`config.mk`:
```
export PLATFORM = sky130hd
export DESIGN_NAME = gp_vertex_sequencer_flat
export DESIGN_NICKNAME = d
export VERILOG_FILES = /design/src/rtl/gp_vertex_sequencer_if.sv /design/src/rtl/gp_vertex_sequencer.sv /design/src/flat_wrapper.sv
export SDC_FILE = /design/constraint.sdc
export NUM_CORES = 1
export LEC_CHECK = 0
export BUFFER_PORTS_ARGS = -buffer_cell sky130_fd_sc_hd__buf_2
export CORE_MARGIN = 1.5
export CORE_UTILIZATION = 45
export CTS_CLUSTER_SIZE = 25
export DETAILED_ROUTE_END_ITERATION = 8
export GPL_TIMING_DRIVEN = 0
export PLACE_DENSITY = 0.75
export SLEW_MARGIN = 20
export SYNTH_ARGS = -nofsm -noshare
export SYNTH_HDL_FRONTEND = slang
export SYNTH_SLANG_ARGS = --single-unit
export TNS_END_PERCENT = 20
```
`constraint.sdc`:
```
create_clock -name clk -period 2.68 [get_ports clk]
set_input_delay 0.134 -clock clk [delete_from_list [all_inputs] [get_ports clk]]
set_output_delay 0.134 -clock clk [all_outputs]
set_load 0.01 [all_outputs]
```
`src/rtl/gp_vertex_sequencer_if.sv`:
```
// Bundles the config bus, vertex/result handshakes and pipeline drive of gp_vertex_sequencer.
// master = environment (config host, vertex source, pipeline, result sink); slave = sequencer.
interface gp_vertex_sequencer_if #(
  parameter int DATA_W = 16,
  parameter int ADDR_W = 5
);
  logic              cfg_we;
  logic [ADDR_W-1:0] cfg_addr;
  logic [DATA_W-1:0] cfg_dat;
  logic              cfg_err;

  logic              vtx_vld;
  logic              vtx_rdy;
  logic [DATA_W-1:0] vtx_x, vtx_y, vtx_z;

  logic [DATA_W-1:0] cam_ver_x, cam_ver_y, cam_ver_z, cam_dc;
  logic [DATA_W-1:0] cos_roll, cos_pitch, cos_yaw;
  logic [DATA_W-1:0] sen_roll, sen_pitch, sen_yaw;
  logic [DATA_W-1:0] scale_x, scale_y, scale_z;
  logic [DATA_W-1:0] transl_x, transl_y, transl_z;
  logic [DATA_W-1:0] vertex_x, vertex_y, vertex_z;

  logic [DATA_W-1:0] pipe_x, pipe_y;

  logic              out_vld;
  logic              out_rdy;
  logic [DATA_W-1:0] out_x, out_y;
  logic [15:0]       vtx_count;
  logic              busy;

  modport master (
    output cfg_we, cfg_addr, cfg_dat, vtx_vld, vtx_x, vtx_y, vtx_z,
           pipe_x, pipe_y, out_rdy,
    input  cfg_err, vtx_rdy,
           cam_ver_x, cam_ver_y, cam_ver_z, cam_dc,
           cos_roll, cos_pitch, cos_yaw, sen_roll, sen_pitch, sen_yaw,
           scale_x, scale_y, scale_z, transl_x, transl_y, transl_z,
           vertex_x, vertex_y, vertex_z, out_vld, out_x, out_y, vtx_count, busy
  );

  modport slave (
    input  cfg_we, cfg_addr, cfg_dat, vtx_vld, vtx_x, vtx_y, vtx_z,
           pipe_x, pipe_y, out_rdy,
    output cfg_err, vtx_rdy,
           cam_ver_x, cam_ver_y, cam_ver_z, cam_dc,
           cos_roll, cos_pitch, cos_yaw, sen_roll, sen_pitch, sen_yaw,
           scale_x, scale_y, scale_z, transl_x, transl_y, transl_z,
           vertex_x, vertex_y, vertex_z, out_vld, out_x, out_y, vtx_count, busy
  );
endinterface

```
`src/rtl/gp_vertex_sequencer.sv`:
```
// Parameter file + vertex sequencer in front of the combinational half-float transform pipeline.
// Latency: result valid PIPE_LAT edges after accept; PIPE_LAT+2 cycles per vertex.
// Backpressure: holds the result while out_rdy is low; no new vertex is accepted meanwhile.
module gp_vertex_sequencer #(
  parameter int DATA_W   = 16,
  parameter int ADDR_W   = 5,
  parameter int PIPE_LAT = 4
) (
  input  logic                    clk,
  input  logic                    rst_n,
  gp_vertex_sequencer_if.slave    sif
);
  typedef enum logic [1:0] {IDLE, WAIT, OUT} state_t;

  state_t            state_q;
  logic [3:0]        cnt_q;
  logic              vtx_rdy_q, busy_q, out_vld_q, cfg_err_q;
  logic [DATA_W-1:0] vertex_x_q, vertex_y_q, vertex_z_q, out_x_q, out_y_q;
  logic [15:0]       vtx_count_q;
  logic [DATA_W-1:0] prm_q [16];

  logic accept, cfg_ok;

  // Reset transform is the identity: cosines and scales at 1.0, everything else zero.
  function automatic logic [DATA_W-1:0] prm_rst(input int idx);
    if ((idx >= 4 && idx <= 6) || (idx >= 10 && idx <= 12))
      return DATA_W'(16'h3C00);
    return '0;
  endfunction

  assign accept = vtx_rdy_q && sif.vtx_vld;
  assign cfg_ok = sif.cfg_we && (state_q == IDLE) && (sif.cfg_addr[ADDR_W-1:4] == '0) && !accept;

  always_ff @(posedge clk or negedge rst_n) begin
    if (!rst_n) begin
      for (int i = 0; i < 16; i++) prm_q[i] <= prm_rst(i);
      cfg_err_q <= 1'b0;
    end else begin
      cfg_err_q <= sif.cfg_we && !cfg_ok;
      if (cfg_ok) prm_q[sif.cfg_addr[3:0]] <= sif.cfg_dat;
    end
  end

  always_ff @(posedge clk or negedge rst_n) begin
    if (!rst_n) begin
      state_q     <= IDLE;
      cnt_q       <= '0;
      vtx_rdy_q   <= 1'b1;
      busy_q      <= 1'b0;
      out_vld_q   <= 1'b0;
      vertex_x_q  <= '0;
      vertex_y_q  <= '0;
      vertex_z_q  <= '0;
      out_x_q     <= '0;
      out_y_q     <= '0;
      vtx_count_q <= '0;
    end else begin
      case (state_q)
        IDLE: if (accept) begin
          vertex_x_q <= sif.vtx_x;
          vertex_y_q <= sif.vtx_y;
          vertex_z_q <= sif.vtx_z;
          cnt_q      <= 4'(PIPE_LAT - 1);
          vtx_rdy_q  <= 1'b0;
          busy_q     <= 1'b1;
          state_q    <= WAIT;
        end
        WAIT: if (cnt_q == '0) begin
          out_x_q   <= sif.pipe_x;
          out_y_q   <= sif.pipe_y;
          out_vld_q <= 1'b1;
          state_q   <= OUT;
        end else begin
          cnt_q <= cnt_q - 4'd1;
        end
        OUT: if (sif.out_rdy) begin
          out_vld_q   <= 1'b0;
          vtx_count_q <= vtx_count_q + 16'd1;
          vtx_rdy_q   <= 1'b1;
          busy_q      <= 1'b0;
          state_q     <= IDLE;
        end
        default: state_q <= IDLE;
      endcase
    end
  end

  assign sif.cfg_err   = cfg_err_q;
  assign sif.vtx_rdy   = vtx_rdy_q;
  assign sif.busy      = busy_q;
  assign sif.out_vld   = out_vld_q;
  assign sif.out_x     = out_x_q;
  assign sif.out_y     = out_y_q;
  assign sif.vtx_count = vtx_count_q;
  assign sif.vertex_x  = vertex_x_q;
  assign sif.vertex_y  = vertex_y_q;
  assign sif.vertex_z  = vertex_z_q;

  assign sif.cam_ver_x = prm_q[0];
  assign sif.cam_ver_y = prm_q[1];
  assign sif.cam_ver_z = prm_q[2];
  assign sif.cam_dc    = prm_q[3];
  assign sif.cos_roll  = prm_q[4];
  assign sif.cos_pitch = prm_q[5];
  assign sif.cos_yaw   = prm_q[6];
  assign sif.sen_roll  = prm_q[7];
  assign sif.sen_pitch = prm_q[8];
  assign sif.sen_yaw   = prm_q[9];
  assign sif.scale_x   = prm_q[10];
  assign sif.scale_y   = prm_q[11];
  assign sif.scale_z   = prm_q[12];
  assign sif.transl_x  = prm_q[13];
  assign sif.transl_y  = prm_q[14];
  assign sif.transl_z  = prm_q[15];
endmodule

```
`src/flat_wrapper.sv`:
```
// flat-port wrapper written by rule: the top's interface ports become plain ports
module gp_vertex_sequencer_flat 
#(
  parameter int DATA_W   = 16,
  parameter int ADDR_W   = 5,
  parameter int PIPE_LAT = 4
)
  (clk, rst_n, sif_cfg_we, sif_cfg_addr, sif_cfg_dat, sif_vtx_vld, sif_vtx_x, sif_vtx_y, sif_vtx_z, sif_pipe_x, sif_pipe_y, sif_out_rdy, sif_cfg_err, sif_vtx_rdy, sif_cam_ver_x, sif_cam_ver_y, sif_cam_ver_z, sif_cam_dc, sif_cos_roll, sif_cos_pitch, sif_cos_yaw, sif_sen_roll, sif_sen_pitch, sif_sen_yaw, sif_scale_x, sif_scale_y, sif_scale_z, sif_transl_x, sif_transl_y, sif_transl_z, sif_vertex_x, sif_vertex_y, sif_vertex_z, sif_out_vld, sif_out_x, sif_out_y, sif_vtx_count, sif_busy);
  gp_vertex_sequencer_if #(.DATA_W(DATA_W), .ADDR_W(ADDR_W)) sif_i ();
  input  logic clk;
  input  logic rst_n;
  input wire logic [$bits(sif_i.cfg_we)-1:0] sif_cfg_we;
  input wire logic [$bits(sif_i.cfg_addr)-1:0] sif_cfg_addr;
  input wire logic [$bits(sif_i.cfg_dat)-1:0] sif_cfg_dat;
  input wire logic [$bits(sif_i.vtx_vld)-1:0] sif_vtx_vld;
  input wire logic [$bits(sif_i.vtx_x)-1:0] sif_vtx_x;
  input wire logic [$bits(sif_i.vtx_y)-1:0] sif_vtx_y;
  input wire logic [$bits(sif_i.vtx_z)-1:0] sif_vtx_z;
  input wire logic [$bits(sif_i.pipe_x)-1:0] sif_pipe_x;
  input wire logic [$bits(sif_i.pipe_y)-1:0] sif_pipe_y;
  input wire logic [$bits(sif_i.out_rdy)-1:0] sif_out_rdy;
  output wire logic [$bits(sif_i.cfg_err)-1:0] sif_cfg_err;
  output wire logic [$bits(sif_i.vtx_rdy)-1:0] sif_vtx_rdy;
  output wire logic [$bits(sif_i.cam_ver_x)-1:0] sif_cam_ver_x;
  output wire logic [$bits(sif_i.cam_ver_y)-1:0] sif_cam_ver_y;
  output wire logic [$bits(sif_i.cam_ver_z)-1:0] sif_cam_ver_z;
  output wire logic [$bits(sif_i.cam_dc)-1:0] sif_cam_dc;
  output wire logic [$bits(sif_i.cos_roll)-1:0] sif_cos_roll;
  output wire logic [$bits(sif_i.cos_pitch)-1:0] sif_cos_pitch;
  output wire logic [$bits(sif_i.cos_yaw)-1:0] sif_cos_yaw;
  output wire logic [$bits(sif_i.sen_roll)-1:0] sif_sen_roll;
  output wire logic [$bits(sif_i.sen_pitch)-1:0] sif_sen_pitch;
  output wire logic [$bits(sif_i.sen_yaw)-1:0] sif_sen_yaw;
  output wire logic [$bits(sif_i.scale_x)-1:0] sif_scale_x;
  output wire logic [$bits(sif_i.scale_y)-1:0] sif_scale_y;
  output wire logic [$bits(sif_i.scale_z)-1:0] sif_scale_z;
  output wire logic [$bits(sif_i.transl_x)-1:0] sif_transl_x;
  output wire logic [$bits(sif_i.transl_y)-1:0] sif_transl_y;
  output wire logic [$bits(sif_i.transl_z)-1:0] sif_transl_z;
  output wire logic [$bits(sif_i.vertex_x)-1:0] sif_vertex_x;
  output wire logic [$bits(sif_i.vertex_y)-1:0] sif_vertex_y;
  output wire logic [$bits(sif_i.vertex_z)-1:0] sif_vertex_z;
  output wire logic [$bits(sif_i.out_vld)-1:0] sif_out_vld;
  output wire logic [$bits(sif_i.out_x)-1:0] sif_out_x;
  output wire logic [$bits(sif_i.out_y)-1:0] sif_out_y;
  output wire logic [$bits(sif_i.vtx_count)-1:0] sif_vtx_count;
  output wire logic [$bits(sif_i.busy)-1:0] sif_busy;
  assign sif_i.cfg_we = sif_cfg_we;
  assign sif_i.cfg_addr = sif_cfg_addr;
  assign sif_i.cfg_dat = sif_cfg_dat;
  assign sif_i.vtx_vld = sif_vtx_vld;
  assign sif_i.vtx_x = sif_vtx_x;
  assign sif_i.vtx_y = sif_vtx_y;
  assign sif_i.vtx_z = sif_vtx_z;
  assign sif_i.pipe_x = sif_pipe_x;
  assign sif_i.pipe_y = sif_pipe_y;
  assign sif_i.out_rdy = sif_out_rdy;
  assign sif_cfg_err = sif_i.cfg_err;
  assign sif_vtx_rdy = sif_i.vtx_rdy;
  assign sif_cam_ver_x = sif_i.cam_ver_x;
  assign sif_cam_ver_y = sif_i.cam_ver_y;
  assign sif_cam_ver_z = sif_i.cam_ver_z;
  assign sif_cam_dc = sif_i.cam_dc;
  assign sif_cos_roll = sif_i.cos_roll;
  assign sif_cos_pitch = sif_i.cos_pitch;
  assign sif_cos_yaw = sif_i.cos_yaw;
  assign sif_sen_roll = sif_i.sen_roll;
  assign sif_sen_pitch = sif_i.sen_pitch;
  assign sif_sen_yaw = sif_i.sen_yaw;
  assign sif_scale_x = sif_i.scale_x;
  assign sif_scale_y = sif_i.scale_y;
  assign sif_scale_z = sif_i.scale_z;
  assign sif_transl_x = sif_i.transl_x;
  assign sif_transl_y = sif_i.transl_y;
  assign sif_transl_z = sif_i.transl_z;
  assign sif_vertex_x = sif_i.vertex_x;
  assign sif_vertex_y = sif_i.vertex_y;
  assign sif_vertex_z = sif_i.vertex_z;
  assign sif_out_vld = sif_i.out_vld;
  assign sif_out_x = sif_i.out_x;
  assign sif_out_y = sif_i.out_y;
  assign sif_vtx_count = sif_i.vtx_count;
  assign sif_busy = sif_i.busy;
  gp_vertex_sequencer #(.DATA_W(DATA_W), .ADDR_W(ADDR_W), .PIPE_LAT(PIPE_LAT)) u_core (.clk(clk), .rst_n(rst_n), .sif(sif_i));
endmodule
```
# Word-level counts from Yosys, hierarchy flattened
# Cells that the tools add are included.
dict set report word_totals {
  regBits 362
  output_inout_bits 356
}
dict set report classes {
  n_lt_le_gt_ge 2
  bitwise 2
  addsub 2
  n_reduce_logical 20
  mux 18
  eq_ne 6
}
# operator count
set ops {}
lappend ops {{256-bit bitwise mux} 1}
lappend ops {{16-bit demux with 4-bit select} 1}
lappend ops {{16-bit by 1-bit adder with 16-bit output (second input constant)} 1}
lappend ops {{16-bit 2-to-1 mux} 1}
lappend ops {{3-bit AND reduction} 4}
lappend ops {{4-bit 2-to-1 mux} 2}
lappend ops {{4-bit one-hot mux with 2 select lines} 1}
lappend ops {{1-bit logical AND} 6}
lappend ops {{2-bit 2-to-1 mux} 3}
lappend ops {{1-bit one-hot mux with 2 select lines} 3}
lappend ops {{2-bit one-hot mux with 3 select lines} 1}
lappend ops {{2-bit AND reduction} 3}
lappend ops {{2-bit nonzero test} 3}
lappend ops {{5-bit >= comparator (second input constant)} 1}
lappend ops {{5-bit by 1-bit less-than comparator with 1-bit output (second input constant)} 1}
lappend ops {{1-bit 2-to-1 mux} 5}
lappend ops {{4-bit NOT with 5-bit output} 1}
lappend ops {{4-bit logical NOT} 1}
lappend ops {{2-bit by 1-bit inequality test with 1-bit output (second input constant)} 2}
lappend ops {{2-bit inequality test (second input constant)} 2}
lappend ops {{4-bit by 1-bit subtractor with 4-bit output (second input constant)} 1}
lappend ops {{2-bit by 1-bit equality test with 1-bit output (second input constant)} 1}
lappend ops {{2-bit equality test (second input constant)} 1}
lappend ops {{1-bit logical NOT} 2}
lappend ops {{2 further kinds} 2}

# Depth between registers and ports, before layout
dict set report depth {
  word_depth 6
  ltp_mapped 7
}

# Least setup slack after synthesis
# Ideal clock, no wire load.
dict set report synth_path {
  path_kind {reg-to-reg}
  start {reg u_core.state_q[1]}
  end {reg u_core.prm_q (netlist bit u_core.sif.transl_x[10])}
  arrival_ps 2172
  setup_slack_ps 382
  path_stages_with_launch 8
  synth_period_minus_slack_ps 2298
  path_cell_list {dfrtp_1 -> buf_6 -> a211o_4 -> or3_1 -> buf_6 -> nor3b_4 -> buf_8 -> mux2_4}
}
dict set report synth_via {
  elab_chain_len 4
}
# element line
set synth_lines {}
lappend synth_lines {{start: declaration} gp_vertex_sequencer.sv:15} ;# state_t state_q;
lappend synth_lines {{start signal: assignment} gp_vertex_sequencer.sv:46} ;# state_q <= IDLE;
lappend synth_lines {{start signal: assignment} gp_vertex_sequencer.sv:66} ;# state_q <= WAIT;
lappend synth_lines {{start signal: assignment} gp_vertex_sequencer.sv:72} ;# state_q <= OUT;
lappend synth_lines {{2-bit logical NOT} gp_vertex_sequencer.sv:32} ;# assign cfg_ok = sif.cfg_we && (state_q == IDLE) && (sif.cfg_addr[ADDR_W-1:4] == '0) && !accept;
lappend synth_lines {{1-bit logical AND (3 in series)} gp_vertex_sequencer.sv:32}
lappend synth_lines {{end signal: indexed assignment} gp_vertex_sequencer.sv:40} ;# if (cfg_ok) prm_q[sif.cfg_addr[3:0]] <= sif.cfg_dat;
lappend synth_lines {{end: declaration} gp_vertex_sequencer.sv:20} ;# logic [DATA_W-1:0] prm_q [16];
# No other way between the ends.
# A chain may end at the register's enable or synchronous reset.

# Worst setup path after layout
dict set report layout_path {
  start {reg u_core.state_q[1]}
  end {reg u_core.prm_q (netlist bit u_core.sif.transl_x[14])}
}
# The elaborated chain is that of the path after synthesis.

==> metrics.md <==
| Metric | Value |
|---|---|
| Crit path max fanout | 10 |
| Final period util | 0.982 |
| Post-synth top flop | dfrtp_1 |
| R2r startpoint | u_core.state_q[1] |
| Setup Buffers After CTS | 0 |
| Combinational Power Share | 0.282 |
| GRT Util Overall | 0.231 |
| Mapped Area | 13900 µm² |
| Yosys warnings | 0 |
| Rel. slew slack | 0.392 |
| Switching power | 0.00554 W |
| Setup TNS | 0 ns |
| Critical path capture point type | flop |
| R2r setup slk | 0.05 ns |
| Status | complete, no violations |
| Syn Area/Cell | 16.3 µm² |
| Worst setup path start | u_core.state_q[1] |
| First-pass GRT wire length | 56000 µm |
| Post-Syn Instances | 850 |
| Most numerous cell in the Yosys netlist | dfrtp_1 |
| Standard-cell rows | 64 |
| Post-detail-place hpwl | 26100 µm |
| Switching Fraction | 0.300 |
| Filler instances | 2262 |
| Number of CTS-inserted buffers | 39 |
| DR pass1 iterations | 4 |
| WL per Instance | 20.3 µm |
| Ports | 462 |
| Critical path capture point | u_core.sif.transl_x[14] |
| RSZ-0062 raised after global routing | false |
| Worst EP required | 3.07 ns |
| Final setup margin | 0.0469 ns |
| Synth async-reset ratio | 1.00 |
| Pint | 0.0129 W |
| Clock network power share | 0.283 |
| Cell variety after synth | 39 |
| Core Util, Final | 0.625 |
| CTS max path bufs | 3 |
| Routed wire length | 38100 µm |
| Ratio of cells with drive above 1 in the final layout | 0.622 |
| H-tree depth | 2 |
| NumNets Final | 1562 |
| Via count | 9480 |
| Core Area | 30500 µm² |
| Die area | 31900 µm² |
| Setup CP Type | flop to flop |
| Top cells by count, synth | 337 x dfrtp_1, 316 x mux2_2, 28 x clkbuf_1 |
| Clk Latency, worst-skew pair | 0.52 ns |
| Number of I/O port buffers | 459 |
| Critical path data arrival time | 3.02 ns |
| Net Count, Synth | 959 |
| Final setup viols | 0 |
| P&R area growth vs syn | 37.2% |
| GP Congestion | 0.784 |
| Number of global-route vias before repair | 9837 |
| Worst-Margin Slew | 0.905 ns |
| Maximum VDD drop | 0.769 mV |
| GRT overflow | 0 |
| Final Critical Period | 2.63 ns |
| Max Cap Viol | 0 |
| Pleak | 10.1 nW |
| Die X | 179 µm |
| Yosys reg bits | 362 |
| Hold crit path type | primary input to flop |
| Power Dens Cells | 967 nW/µm² |
| FF-to-FF path depth | 7 |
| Worst slack at placement | -0.0431 ns |
| Layout Skew | 0.0175 ns |
| DRT iter0 DRCs | 336 |
| Reg clk slew, reported paths | 0.06 ns |
| Initial Util | 0.455 |
| Hold Crit Depth | 3 |
| CTS root buf | clkbuf_16 |
| Top-area cell type share of the netlist area | 0.607 |
| Antenna viol nets, final | 0 |
| Via density | 5.04 |
| Initial antenna violation count | 2 |
| Final Hold Vio Count | 0 |
| Sink Count | 362 |
| Reg2reg end | u_core.sif.transl_x[14] |
| Die height | 179 µm |
| CTS tree | built |
| Final max-slew violation count | 0 |
| Post-synth EDFFs | 0 |
| Residual DRC | 0 |
| Largest net degree at the start of global routing | 103 |
| Fmax achieved | 380 MHz |
| Startpoint types | flop |
| Reg power frac | 0.435 |
| Post-synthesis sequential area ratio | 0.654 |
| Area leader, netlist | dfrtp_1 |
| Largest cells by area after synthesis | dfrtp_1 61%, mux2_2 26%, dfstp_2 4.7%, mux2_4 2.2%, clkbuf_1 0.76% |
==> critical path, cell delays in order (launching register included) <==
cell     delay, ns
dfrtp_1       0.38
buf_6         0.14
a211o_4       0.35
or3_1         0.43
buf_6         0.17
nor3b_4       0.47
buf_8         0.24
mux2_4        0.31
==> logic make-up (layout without fill, tap and decap cells) <==
| family | Yosys count | in the layout | share of synthesized area |
|---|---|---|---|
| flip-flops | 362 | 362 | 0.654 |
| multiplexers | 336 | 336 | 0.278 |
| AND/OR/NAND/NOR | 72 | 72 | 0.0319 |
| buffers and inverters | 50 | 682 | 0.0174 |
| XOR/XNOR | 17 | 17 | 0.0107 |
| AO/OA/AOI/OAI | 10 | 10 | 0.00540 |
| adder cells (fa/ha/maj) | 3 | 3 | 0.00270 |
| other | 0 | 2 | 0 |
==> worst min-delay path by stage <==
stage	startpoint	to	slack, ns
finish	sif_vtx_vld	u_core.state_q[0]	0.04
detailed placement	rst_n	u_core.sif.cam_dc[11]	0.15
global route	sif_vtx_vld	u_core.state_q[0]	0.05
CTS	sif_vtx_vld	u_core.state_q[0]	0.02
floorplan	rst_n	u_core.cnt_q[0]	-0.16
global placement	sif_cfg_addr[4]	u_core.sif.cfg_err	0.36
==> area by class of cell <==
cell class / count / area, µm² / area share
antenna: 2 / 5.00 / 0.000262
buffer: 46 / 234 / 0.0123
clock buffer: 56 / 1110 / 0.0582
clock inverter: 14 / 138 / 0.00722
inverter: 4 / 15.0 / 0.000787
multi-input combinational: 438 / 4590 / 0.241
sequential: 362 / 9090 / 0.477
tap: 396 / 495 / 0.0260
timing repair buffer: 562 / 3390 / 0.178
==> flip-flops by register name, summed over array words and instances, names as in the netlist, 2 cells and up <==
signal,count
u_core.sif.cos_pitch,16
u_core.cnt_q,4
u_core.sif.sen_roll,16
u_core.sif.transl_x,16
u_core.state_q,2
u_core.sif.sen_yaw,16
u_core.sif.cam_dc,16
u_core.sif.scale_z,16
u_core.sif.cam_ver_z,16
u_core.sif.scale_x,16
u_core.sif.cam_ver_x,16
u_core.sif.out_y,16
u_core.sif.vertex_z,16
u_core.sif.transl_y,16
u_core.sif.cam_ver_y,16
u_core.sif.vertex_y,16
u_core.sif.cos_roll,16
u_core.sif.out_x,16
u_core.sif.vertex_x,16
u_core.sif.vtx_count,16
u_core.sif.transl_z,16
u_core.sif.scale_y,16
u_core.sif.cos_yaw,16
u_core.sif.sen_pitch,16
==> what timing repair did <==
action	4_1_cts	5_1_grt
endpoints found under the hold margin	241	0
endpoints found under the setup margin	15	95
gates resized for setup	1	10
cloned	0	0
pin swaps	0	0
hold buffers	100	0
==> power by group through the flow <==
stage          sequential, W  clock (W)  combinational (W)
2_1_floorplan        0.00882          0            0.00186
4_1_cts              0.00800    0.00535            0.00523
6_report             0.00802    0.00522            0.00520
3_5_place_dp         0.00806          0            0.00509
3_3_place_gp         0.00798          0            0.00496
5_1_grt              0.00822    0.00557            0.00557
==> layout by cell type, fill, tap and decap left out, drive strengths merged, types with 10 or more instances in the layout <==
master,instances
dfstp,25
mux2,336
dlygate4sd3,100
nand3,14
nand2,20
dfrtp,337
xnor2,11
clkbuf,85
nor2,10
buf,479
==> stage by stage <==
stage	hold slack [ns]	cell area [µm²]	total power, W	cells
after floorplan	-0.162	13900	0.0107	850
after global placement	0.360	16700	0.0129	1705
after detailed placement	0.154	16800	0.0132	1708
after CTS	0.0171	19000	0.0186	1878
after global routing	0.0525	19100	0.0194	1880
final	0.0421	19100	0.0184	1880
==> metal layers <==
layer  up-vias  part of all wire  GRT usage
met2       287              0.51      0.401
li1       4209                 -          -
met4         0             0.045      0.105
met1      4882              0.40      0.280
met5         -                 0          0
met3       102             0.048     0.0424
Power figures use the tool's default switching activity.
